`config.mk`:
```
export PLATFORM = sky130hd
export DESIGN_NAME = wb_retire_queue_flat
export DESIGN_NICKNAME = d
export VERILOG_FILES = /design/src/rtl/wb_retire_queue_if.sv /design/src/rtl/wb_retire_queue.sv /design/src/flat_wrapper.sv
export SDC_FILE = /design/constraint.sdc
export NUM_CORES = 1
export LEC_CHECK = 0
export BUFFER_PORTS_ARGS = -buffer_cell sky130_fd_sc_hd__buf_2
export CAP_MARGIN = 20
export CELL_PAD_IN_SITES_DETAIL_PLACEMENT = 2
export CELL_PAD_IN_SITES_GLOBAL_PLACEMENT = 2
export CORE_UTILIZATION = 41
export CTS_BUF_LIST = sky130_fd_sc_hd__clkbuf_8 sky130_fd_sc_hd__clkbuf_16
export DETAILED_ROUTE_END_ITERATION = 12
export PLACE_DENSITY_LB_ADDON = 0.2
export SLEW_MARGIN = 20
export SYNTH_ARGS = -nofsm -noshare
export SYNTH_HDL_FRONTEND = slang
export SYNTH_SLANG_ARGS = --single-unit
```
`constraint.sdc`:
```
create_clock -name clk -period 12.9 [get_ports clk]
set_input_delay 1.29 -clock clk [delete_from_list [all_inputs] [get_ports clk]]
set_output_delay 1.29 -clock clk [all_outputs]
set_load 0.01 [all_outputs]
```
`src/rtl/wb_retire_queue_if.sv`:
```
// Memory-stage to writeback-stage bus for wb_retire_queue.
//   master : mem stage (drives the instruction, samples ws_allowin)
//   slave  : writeback queue (samples the instruction, drives ws_allowin)
// Signals: ms_to_ws_valid, ws_allowin, ms_pc[31:0], ms_gr_we, ms_dest[4:0],
//          ms_result[DATA_W-1:0], ms_ex, ms_ertn
interface wb_retire_queue_if #(
    parameter int DATA_W = 32
);
    logic              ms_to_ws_valid;
    logic              ws_allowin;
    logic [31:0]       ms_pc;
    logic              ms_gr_we;
    logic [4:0]        ms_dest;
    logic [DATA_W-1:0] ms_result;
    logic              ms_ex;
    logic              ms_ertn;

    modport master (
        output ms_to_ws_valid, ms_pc, ms_gr_we, ms_dest, ms_result, ms_ex, ms_ertn,
        input  ws_allowin
    );

    modport slave (
        input  ms_to_ws_valid, ms_pc, ms_gr_we, ms_dest, ms_result, ms_ex, ms_ertn,
        output ws_allowin
    );
endinterface

```
`src/rtl/wb_retire_queue.sv`:
```
// Writeback/retire stage built as a DEPTH-entry in-order queue.
// Accepts completed instructions from the mem stage, retires at most one per
// cycle to the regfile write port (which may stall via rf_ready), raises
// exception/ertn flushes when the offending instruction reaches the head,
// drives the trace debug port and forwards pending writes to decode.
// Ports:
//   clk, reset           : clock, synchronous active-high reset
//   ms_bus (slave)       : mem-stage valid/allowin handshake and instruction
//   rf_ready             : regfile write port available this cycle
//   rf_we/waddr/wdata    : regfile write
//   final_ex, ertn_flush : single-cycle flush pulses; flush_pc is their PC
//   ws_count             : queue occupancy
//   fwd_raddr/hit/data   : NUM_FWD forwarding lookup ports
//   debug_wb_*           : retire trace
module wb_retire_queue #(
    parameter int DEPTH   = 4,
    parameter int DATA_W  = 32,
    parameter int NUM_FWD = 2
) (
    input  logic                         clk,
    input  logic                         reset,
    wb_retire_queue_if.slave             ms_bus,
    input  logic                         rf_ready,
    output logic                         rf_we,
    output logic [4:0]                   rf_waddr,
    output logic [DATA_W-1:0]            rf_wdata,
    output logic                         final_ex,
    output logic                         ertn_flush,
    output logic [31:0]                  flush_pc,
    output logic [$clog2(DEPTH+1)-1:0]   ws_count,
    input  logic [NUM_FWD*5-1:0]         fwd_raddr,
    output logic [NUM_FWD-1:0]           fwd_hit,
    output logic [NUM_FWD*DATA_W-1:0]    fwd_data,
    output logic [31:0]                  debug_wb_pc,
    output logic [3:0]                   debug_wb_rf_wen,
    output logic [4:0]                   debug_wb_rf_wnum,
    output logic [31:0]                  debug_wb_rf_wdata
);
    localparam int PTR_W = $clog2(DEPTH);
    localparam int CNT_W = $clog2(DEPTH+1);

    typedef struct packed {
        logic [31:0]       pc;
        logic              gr_we;
        logic [4:0]        dest;
        logic [DATA_W-1:0] result;
        logic              ex;
        logic              ertn;
    } entry_t;

    entry_t             q [DEPTH];
    logic [PTR_W-1:0]   head;
    logic [PTR_W-1:0]   tail;
    logic [CNT_W-1:0]   count;

    entry_t             head_e;
    entry_t             ms_entry;
    logic               head_valid;
    logic               do_retire;
    logic               do_flush;
    logic               do_enq;

    assign head_e     = q[head];
    assign head_valid = (count != '0);

    assign ms_entry.pc     = ms_bus.ms_pc;
    assign ms_entry.gr_we  = ms_bus.ms_gr_we;
    assign ms_entry.dest   = ms_bus.ms_dest;
    assign ms_entry.result = ms_bus.ms_result;
    assign ms_entry.ex     = ms_bus.ms_ex;
    assign ms_entry.ertn   = ms_bus.ms_ertn;

    // Full blocks entry even if the head retires this cycle, so allowin never
    // depends on rf_ready.
    assign ms_bus.ws_allowin = (count != CNT_W'(DEPTH));

    // Only a writing, non-flushing head waits for the regfile port.
    assign do_retire = head_valid &&
                       (head_e.ex || head_e.ertn || !head_e.gr_we || rf_ready);
    assign do_flush  = do_retire && (head_e.ex || head_e.ertn);
    assign do_enq    = ms_bus.ms_to_ws_valid && ms_bus.ws_allowin && !do_flush;

    always_ff @(posedge clk) begin
        if (reset || do_flush) begin
            head  <= '0;
            tail  <= '0;
            count <= '0;
        end else begin
            if (do_enq)    tail <= tail + 1'b1;
            if (do_retire) head <= head + 1'b1;
            case ({do_enq, do_retire})
                2'b10:   count <= count + 1'b1;
                2'b01:   count <= count - 1'b1;
                default: count <= count;
            endcase
        end
    end

    // Payload storage needs no reset: entries are only observed below count.
    always_ff @(posedge clk) begin
        if (do_enq && !reset) q[tail] <= ms_entry;
    end

    always_comb begin
        rf_we      = do_retire && !do_flush;
        rf_waddr   = rf_we ? head_e.dest   : '0;
        rf_wdata   = rf_we ? head_e.result : '0;
        final_ex   = do_flush && head_e.ex;
        ertn_flush = do_flush && !head_e.ex;
        flush_pc   = do_flush ? head_e.pc : '0;
    end

    assign ws_count          = count;
    assign debug_wb_pc       = do_retire ? head_e.pc : '0;
    assign debug_wb_rf_wen   = {4{rf_we}};
    assign debug_wb_rf_wnum  = rf_waddr;
    assign debug_wb_rf_wdata = 32'(rf_wdata);

    // Walk oldest to youngest so the last match left standing is the youngest.
    // Offsets at or beyond count are stale slots and are skipped.
    logic [4:0]        lk_addr;
    logic              lk_hit;
    logic [DATA_W-1:0] lk_data;
    logic [PTR_W-1:0]  lk_idx;

    always_comb begin
        fwd_hit  = '0;
        fwd_data = '0;
        lk_addr  = '0;
        lk_hit   = 1'b0;
        lk_data  = '0;
        lk_idx   = '0;
        for (int unsigned p = 0; p < NUM_FWD; p++) begin
            lk_addr = fwd_raddr[p*5 +: 5];
            lk_hit  = 1'b0;
            lk_data = '0;
            for (int unsigned k = 0; k < DEPTH; k++) begin
                lk_idx = head + PTR_W'(k);
                if ((CNT_W'(k) < count) && (lk_addr != 5'd0) &&
                    q[lk_idx].gr_we && !q[lk_idx].ex && (q[lk_idx].dest == lk_addr)) begin
                    lk_hit  = 1'b1;
                    lk_data = q[lk_idx].result;
                end
            end
            fwd_hit[p]                = lk_hit;
            fwd_data[p*DATA_W +: DATA_W] = lk_data;
        end
    end
endmodule

```
`src/flat_wrapper.sv`:
```
// flat-port wrapper written by rule: the top's interface ports become plain ports
module wb_retire_queue_flat 
#(
    parameter int DEPTH   = 4,
    parameter int DATA_W  = 32,
    parameter int NUM_FWD = 2
)
  (clk, reset, rf_ready, rf_we, rf_waddr, rf_wdata, final_ex, ertn_flush, flush_pc, ws_count, fwd_raddr, fwd_hit, fwd_data, debug_wb_pc, debug_wb_rf_wen, debug_wb_rf_wnum, debug_wb_rf_wdata, ms_bus_ms_to_ws_valid, ms_bus_ms_pc, ms_bus_ms_gr_we, ms_bus_ms_dest, ms_bus_ms_result, ms_bus_ms_ex, ms_bus_ms_ertn, ms_bus_ws_allowin);
  wb_retire_queue_if #(.DATA_W(DATA_W)) ms_bus_i ();
  input  logic clk;
  input  logic reset;
  input  logic rf_ready;
  output logic rf_we;
  output logic [4:0] rf_waddr;
  output logic [DATA_W-1:0] rf_wdata;
  output logic final_ex;
  output logic ertn_flush;
  output logic [31:0] flush_pc;
  output logic [$clog2(DEPTH+1)-1:0] ws_count;
  input  logic [NUM_FWD*5-1:0] fwd_raddr;
  output logic [NUM_FWD-1:0] fwd_hit;
  output logic [NUM_FWD*DATA_W-1:0] fwd_data;
  output logic [31:0] debug_wb_pc;
  output logic [3:0] debug_wb_rf_wen;
  output logic [4:0] debug_wb_rf_wnum;
  output logic [31:0] debug_wb_rf_wdata;
  input wire logic [$bits(ms_bus_i.ms_to_ws_valid)-1:0] ms_bus_ms_to_ws_valid;
  input wire logic [$bits(ms_bus_i.ms_pc)-1:0] ms_bus_ms_pc;
  input wire logic [$bits(ms_bus_i.ms_gr_we)-1:0] ms_bus_ms_gr_we;
  input wire logic [$bits(ms_bus_i.ms_dest)-1:0] ms_bus_ms_dest;
  input wire logic [$bits(ms_bus_i.ms_result)-1:0] ms_bus_ms_result;
  input wire logic [$bits(ms_bus_i.ms_ex)-1:0] ms_bus_ms_ex;
  input wire logic [$bits(ms_bus_i.ms_ertn)-1:0] ms_bus_ms_ertn;
  output wire logic [$bits(ms_bus_i.ws_allowin)-1:0] ms_bus_ws_allowin;
  assign ms_bus_i.ms_to_ws_valid = ms_bus_ms_to_ws_valid;
  assign ms_bus_i.ms_pc = ms_bus_ms_pc;
  assign ms_bus_i.ms_gr_we = ms_bus_ms_gr_we;
  assign ms_bus_i.ms_dest = ms_bus_ms_dest;
  assign ms_bus_i.ms_result = ms_bus_ms_result;
  assign ms_bus_i.ms_ex = ms_bus_ms_ex;
  assign ms_bus_i.ms_ertn = ms_bus_ms_ertn;
  assign ms_bus_ws_allowin = ms_bus_i.ws_allowin;
  wb_retire_queue #(.DEPTH(DEPTH), .DATA_W(DATA_W), .NUM_FWD(NUM_FWD)) u_core (.clk(clk), .reset(reset), .ms_bus(ms_bus_i), .rf_ready(rf_ready), .rf_we(rf_we), .rf_waddr(rf_waddr), .rf_wdata(rf_wdata), .final_ex(final_ex), .ertn_flush(ertn_flush), .flush_pc(flush_pc), .ws_count(ws_count), .fwd_raddr(fwd_raddr), .fwd_hit(fwd_hit), .fwd_data(fwd_data), .debug_wb_pc(debug_wb_pc), .debug_wb_rf_wen(debug_wb_rf_wen), .debug_wb_rf_wnum(debug_wb_rf_wnum), .debug_wb_rf_wdata(debug_wb_rf_wdata));
endmodule
```
=== After elaboration in Yosys (flattened, before gate mapping) ===
Memories as Yosys holds them, arrays and structs flattened. A register that Yosys moved wholly into a read port is not among the register bits.
Index checks and enable logic that the tools add are counted.
Widths: inputs -> output; s select.

* Add/subtract/negate cells: 6
* $lt $le $gt $ge: 4
* Equal/unequal tests: 11
* Mux-type cells: 25
* Reductions and logical operators: 55

{| class="wikitable"
|+ Operators by type and width
! operator !! count
|-
| $mux 32 || 11
|-
| $eq 5x5->1 || 8
|-
| $logic_and 1x1->1 || 40
|-
| $mux 1 || 10
|-
| $reduce_bool 5->1 || 2
|-
| $logic_not 1->1 || 7
|-
| $lt 1x3->1 const A || 2
|-
| $lt 2x3->1 const A || 2
|-
| $pmux 3 s2 || 1
|-
| $mux 5 || 1
|-
| $add 2x1->2 const B || 2
|-
| $add 2x2->2 const B || 2
|-
| $logic_or 1x1->1 || 4
|-
| $mux 2 || 2
|-
| $add 3x1->3 const B || 1
|-
| $ne 3x3->1 const B || 1
|-
| $reduce_bool 3->1 || 1
|-
| $sub 3x1->3 const B || 1
|-
| $eq 2x1->1 const B || 1
|-
| $eq 2x2->1 const B || 1
|-
| $reduce_bool 2->1 || 1
|}

* Register bits after elaboration: 7
* Bits in writable memories: 288
* Input bits: 86
* Logic and storage cells: 105
* Memories: 1

{| class="wikitable"
|+ Memory list
! memory !! words !! width !! rd ports !! clocked after memory_dff !! write ports !! line !! text
|-
| u_core.q || 4 || 72 || 4 || 1 || 1 || wb_retire_queue.sv:51 || <nowiki>entry_t q [DEPTH];</nowiki>
|}

=== Logic depth before layout (Yosys ltp) ===
* Depth in word-level cells: 10
* Depth in mapped cells: 12

=== Worst setup path before layout ===
No wires, ideal clock.

* Kind: input to output
* Start point: in fwd_raddr[9]
* End point: out fwd_data[33]
* Data arrival time: 3292 ps
* Setup slack: 8318 ps
* Stages on the path: 8
* Buffers on the path: 2
* Cell sequence: clkbuf_1 > nor3_1 > or3_1 > a211o_1 > a2111oi_4 > buf_6 > a21oi_2 > o22a_1

* Cells in the longest elaborated chain, start to end: 9
* Elaborated cells between the ends (all ways): 25

{| class="wikitable"
|+ Ends and longest elaborated chain
! element !! line !! text
|-
| from (decl) || flat_wrapper.sv:20 || <nowiki>input logic [NUM_FWD*5-1:0] fwd_raddr;</nowiki>
|-
| $reduce_bool 5->1 || wb_retire_queue.sv:139 || <nowiki>if ((CNT_W'(k) < count) && (lk_addr != 5'd0) &&</nowiki>
|-
| $logic_and 1x1->1 (2 in a row) || wb_retire_queue.sv:139 ||
|-
| $logic_and 1x1->1 (2 in a row) || wb_retire_queue.sv:140 || <nowiki>q[lk_idx].gr_we && !q[lk_idx].ex && (q[lk_idx].dest == lk_addr)) begin</nowiki>
|-
| $mux 32 (3 in a row) || wb_retire_queue.sv:139 ||
|-
| $mux 32 (*) || wb_retire_queue.sv:139 ||
|-
| to (decl) || flat_wrapper.sv:22 || <nowiki>output logic [NUM_FWD*DATA_W-1:0] fwd_data;</nowiki>
|}

Every way passes the cells marked *; elsewhere a longest branch is shown, timed or not.

=== Worst setup path after layout ===
* Start point: reg u_core.head[1]
* End point: out fwd_data[31]

* Cells in the longest elaborated chain, start to end: 8
* Elaborated cells between the ends (all ways): 22

{| class="wikitable"
|+ Ends and longest elaborated chain
! element !! line !! text
|-
| from (decl) || wb_retire_queue.sv:52 || <nowiki>logic [PTR_W-1:0] head;</nowiki>
|-
| from (signal assigned) || wb_retire_queue.sv:90 || <nowiki>if (do_retire) head <= head + 1'b1;</nowiki>
|-
| $add 2x1->2 || wb_retire_queue.sv:138 || <nowiki>lk_idx = head + PTR_W'(k);</nowiki>
|-
| $mem_v2 4x72 (*) || n/a ||
|-
| parallel branches: the longest is 5 deep, another holds $mux 32 || n/a ||
|-
| $mux 32 (*) || wb_retire_queue.sv:139 ||
|}

Mark *: on every way between the ends.

==> flow_metrics.tcl <==
set metrics [dict create \
    crit_path_end_kind "primary output" \
    ant_nets 0 \
    crit_arrival_ns 4.49 \
    ys_async_sr_fraction 0 \
    max-cap-violations 0 \
    multi_input_area_sq_um 7786 \
    dp_hpwl_mm 38.30 \
    finalWeightedCongestion 0.8390 \
    max_stage_delay_ns 1.00 \
    area_growth_pct 15.55 \
    antenna_found_initial 12 \
    synth_cells 1401 \
    grt_pass1_wl_mm 88.09 \
    path_depth 8 \
    htree_levels 2 \
    slowest_stage "nor2b_4" \
    grt_pass1_vias 14190 \
    syn_area_per_cell_sq_um 12.45 \
    cts_buffers 35 \
    synth_edf_count 288 \
    setup_viol 0 \
    hp-class "reg -> reg" \
    r2r_cells 7 \
    ir_drop_mv 0.1086 \
    drt-total-wl_mm 58.69 \
    synthMuxAreaShare 0.2136 \
    cts_resized 0 \
    rows 75 \
    die_w_um 208.3 \
    finalCritPeriodShare 0.4480 \
    critical_path_class "reg -> out" \
    first_iter_violations 917 \
    core_area_sq_um 41950 \
    grt_overflow_total 0 \
    io_buffers 300 \
    reg2reg_to "u_core.q[1][0]" \
    syn_area_sq_um 17450 \
    grt_usage 0.2688 \
    placedCellCount 2095 \
    synth_warnings 0 \
    wl_per_cell_um 27.05 \
    yosys_register_bits 297 \
    startpoint "u_core.head[1]" \
    fin_crit_ns 5.779 \
    cts-root-buf "clkbuf_16" \
    synth_top_family_by_area "multiplexers" \
    cts_tree "yes" \
    grt_max_degree 91 \
    cp.required_ns 11.61 \
    p_leak_uw 0.007088 \
    finalNonFillerCells 2170 \
    synthXorXnorAreaFrac 0.02008 \
    synth_simple_gate_area_frac 0.1191 \
    ios 301 \
    report.final.slew_viol_count 0 \
    synth-compound-area-share 0.08405 \
    die_h_um 208.3 \
    die_area_sq_um 43380 \
    finalClockSkew_ns 0.02234 \
    yosysSeqAreaShare 0.5060 \
    stdcell_area_sq_um 20160 \
    powerDensity_nw_per_um2 175.2 \
    register_area_sq_um 8843 \
    fin_setup_tns_ns 0 \
    synth_adder_area_share 0.006454 \
    drive_above_1_share 0.3270 \
    cp_top_family "simple AND/OR/NAND/NOR gates" \
    hold_violations 0 \
    grt_setup_unrepaired "no" \
    placed_area_sq_um 18970 \
    relSlewSlack 0.2781 \
    path_cells "mux4_2 -> xnor2_1 -> nand3_1 -> or4_2 -> buf_4 -> nor2b_4 -> a31oi_1 -> buf_2" \
    tightestPinTransition_ns 1.081 \
    path_clk_slew_ns 0.06 \
    cts.sinks 297 \
    outcome "complete, no violations" \
    crit_fanout 66 \
    synthFlopType "edfxtp_1" \
    critPathLaunchType "flip-flop" \
    dr.pass1.iters 7 \
    initial_core_util 0.4159 \
    finalNetCount 1689 \
    syn_nets 1496 \
    drc 0 \
    clk_latency_ns 0.54 \
    yosysUniqueCellTypes 43 \
    post_cts_buffers 0 \
    crit_path_end "fwd_data[31]" \
    holdBufCountCts 0 \
    vias 12990 \
    path_buf_inv 2 \
    fmax_mhz 173.1 \
    cts.path.max_buffers 3 \
    fillerInstances 4153 \
    r2r_slack_ns 8.14 \
    routed_via_density 5.985 \
]
cell families (layout without fill, tap and decap cells):
logic type                 after synthesis  in the layout
and+or+nand+nor                        400            400
DFF                                    297            297
muxes                                  251            251
AOI/OAI and AO/OA                      234            234
buffers and inverters                  170            390
xor gates and xnor gates                40             40
adders and majority gates                9              9
other                                    0             10
sequential cells by signal (all words and copies together) (netlist names), named ones only:
register,count
u_core.tail,2
u_core.q,288
u_core.head,2
u_core.ws_count,3
worst min path at each step:
stage | startpoint | end | slack (ns) | cells past startpoint
floorplan | u_core.tail[1] | u_core.tail[1] | 0.52 | 2
global placement | u_core.tail[1] | u_core.tail[1] | 0.55 | 2
detailed placement | u_core.tail[1] | u_core.tail[1] | 0.61 | 2
CTS | u_core.tail[1] | u_core.tail[1] | 0.62 | 2
global route | u_core.tail[1] | u_core.tail[1] | 0.63 | 2
finish | u_core.tail[1] | u_core.tail[1] | 0.62 | 2
tightest hold or removal path: stages, from the launching register on:
cell,delay (ns)
dfxtp_1,0.35
mux2i_1,0.15
nor2_1,0.06
layout by cell type, fill, tap and decap left out, drive strengths merged, types with 35 or more instances in the layout:
| cell type | Yosys | routed |
|---|---|---|
| o21ai | 122 | 122 |
| mux2i | 126 | 126 |
| a21oi | 37 | 37 |
| buf | 96 | 321 |
| nand3b | 35 | 35 |
| edfxtp | 288 | 288 |
| clkbuf | 69 | 38 |
| nand3 | 68 | 68 |
| and2 | 75 | 75 |
| mux4 | 94 | 94 |
| nand2 | 142 | 142 |
metal layers:
| layer | wire length [um] | vias to the layer above | share of wire | GRT usage |
|---|---|---|---|---|
| li1 | - | 5703 | - | - |
| met1 | 23850 | 6745 | 0.41 | 0.3347 |
| met2 | 30070 | 439 | 0.51 | 0.4693 |
| met3 | 3076 | 98 | 0.052 | 0.04242 |
| met4 | 1689 | 2 | 0.029 | 0.1019 |
| met5 | 13 | - | 0.00022 | 0 |
per-stage QoR:
stage          hold slack, ns  worst slack (ns)  total power, uW  utilization
6_report               0.6189             7.121             3531       0.4806
5_1_grt                0.6279             6.929             3691       0.4805
4_1_cts                0.6204             6.883             3562       0.4793
3_5_place_dp           0.6095             7.357             2570       0.4523
3_3_place_gp           0.5502             7.550             2503       0.4523
2_1_floorplan          0.5175             8.318             2153            -
power breakdown:
| part | internal (uW) | switching, uW | leakage, uW |
|---|---|---|---|
| Clock | 569 | 404 | 0.000581 |
| Sequential | 1150 | 104 | 0.00269 |
| Combinational | 548 | 756 | 0.00382 |
| Total | 2270 | 1260 | 0.00709 |
area by class of cell:
class / count / area share
multi-input cells: 934 / 0.3862
well taps: 539 / 0.03345
flip-flops and latches: 297 / 0.4387
repair buffers: 321 / 0.08329
inverters: 5 / 0.0009310
diodes: 10 / 0.001241
clock buffers: 38 / 0.04661
clock inverters: 26 / 0.009558
synthesized netlist by cell type, types with 2 or more instances:
| master | number | area, sq um |
|---|---|---|
| a31oi_1 | 32 | 200.2 |
| or4_1 | 3 | 22.52 |
| mux2i_1 | 126 | 1261 |
| ha_1 | 9 | 112.6 |
| mux4_2 | 94 | 2117 |
| nor4_1 | 4 | 25.02 |
| dfxtp_1 | 9 | 180.2 |
| a2111oi_4 | 3 | 82.58 |
| xnor2_1 | 26 | 227.7 |
| o21ai_0 | 121 | 605.6 |
| and3_1 | 32 | 200.2 |
| mux2_2 | 31 | 349.1 |
| nand4_1 | 2 | 12.51 |
| xor2_1 | 14 | 122.6 |
| clkbuf_1 | 69 | 259.0 |
| nand2b_1 | 5 | 31.28 |
| o22a_1 | 32 | 280.3 |
| buf_6 | 5 | 56.30 |
| nor2_1 | 13 | 48.80 |
| nand2_1 | 142 | 533.0 |
| nand3b_1 | 35 | 262.8 |
| a211o_1 | 3 | 26.28 |
| inv_1 | 5 | 18.77 |
| or3_1 | 5 | 31.28 |
| a21oi_1 | 27 | 135.1 |
| and2_1 | 75 | 469.2 |
| a21oi_2 | 10 | 87.58 |
| buf_4 | 47 | 352.8 |
| buf_2 | 25 | 125.1 |
| edfxtp_1 | 288 | 8648 |
| buf_1 | 19 | 71.32 |
| nor3_1 | 7 | 35.03 |
| nand3_1 | 68 | 340.3 |
| nor2b_1 | 6 | 37.54 |
Note: power is estimated with default switching activity, not from simulation.
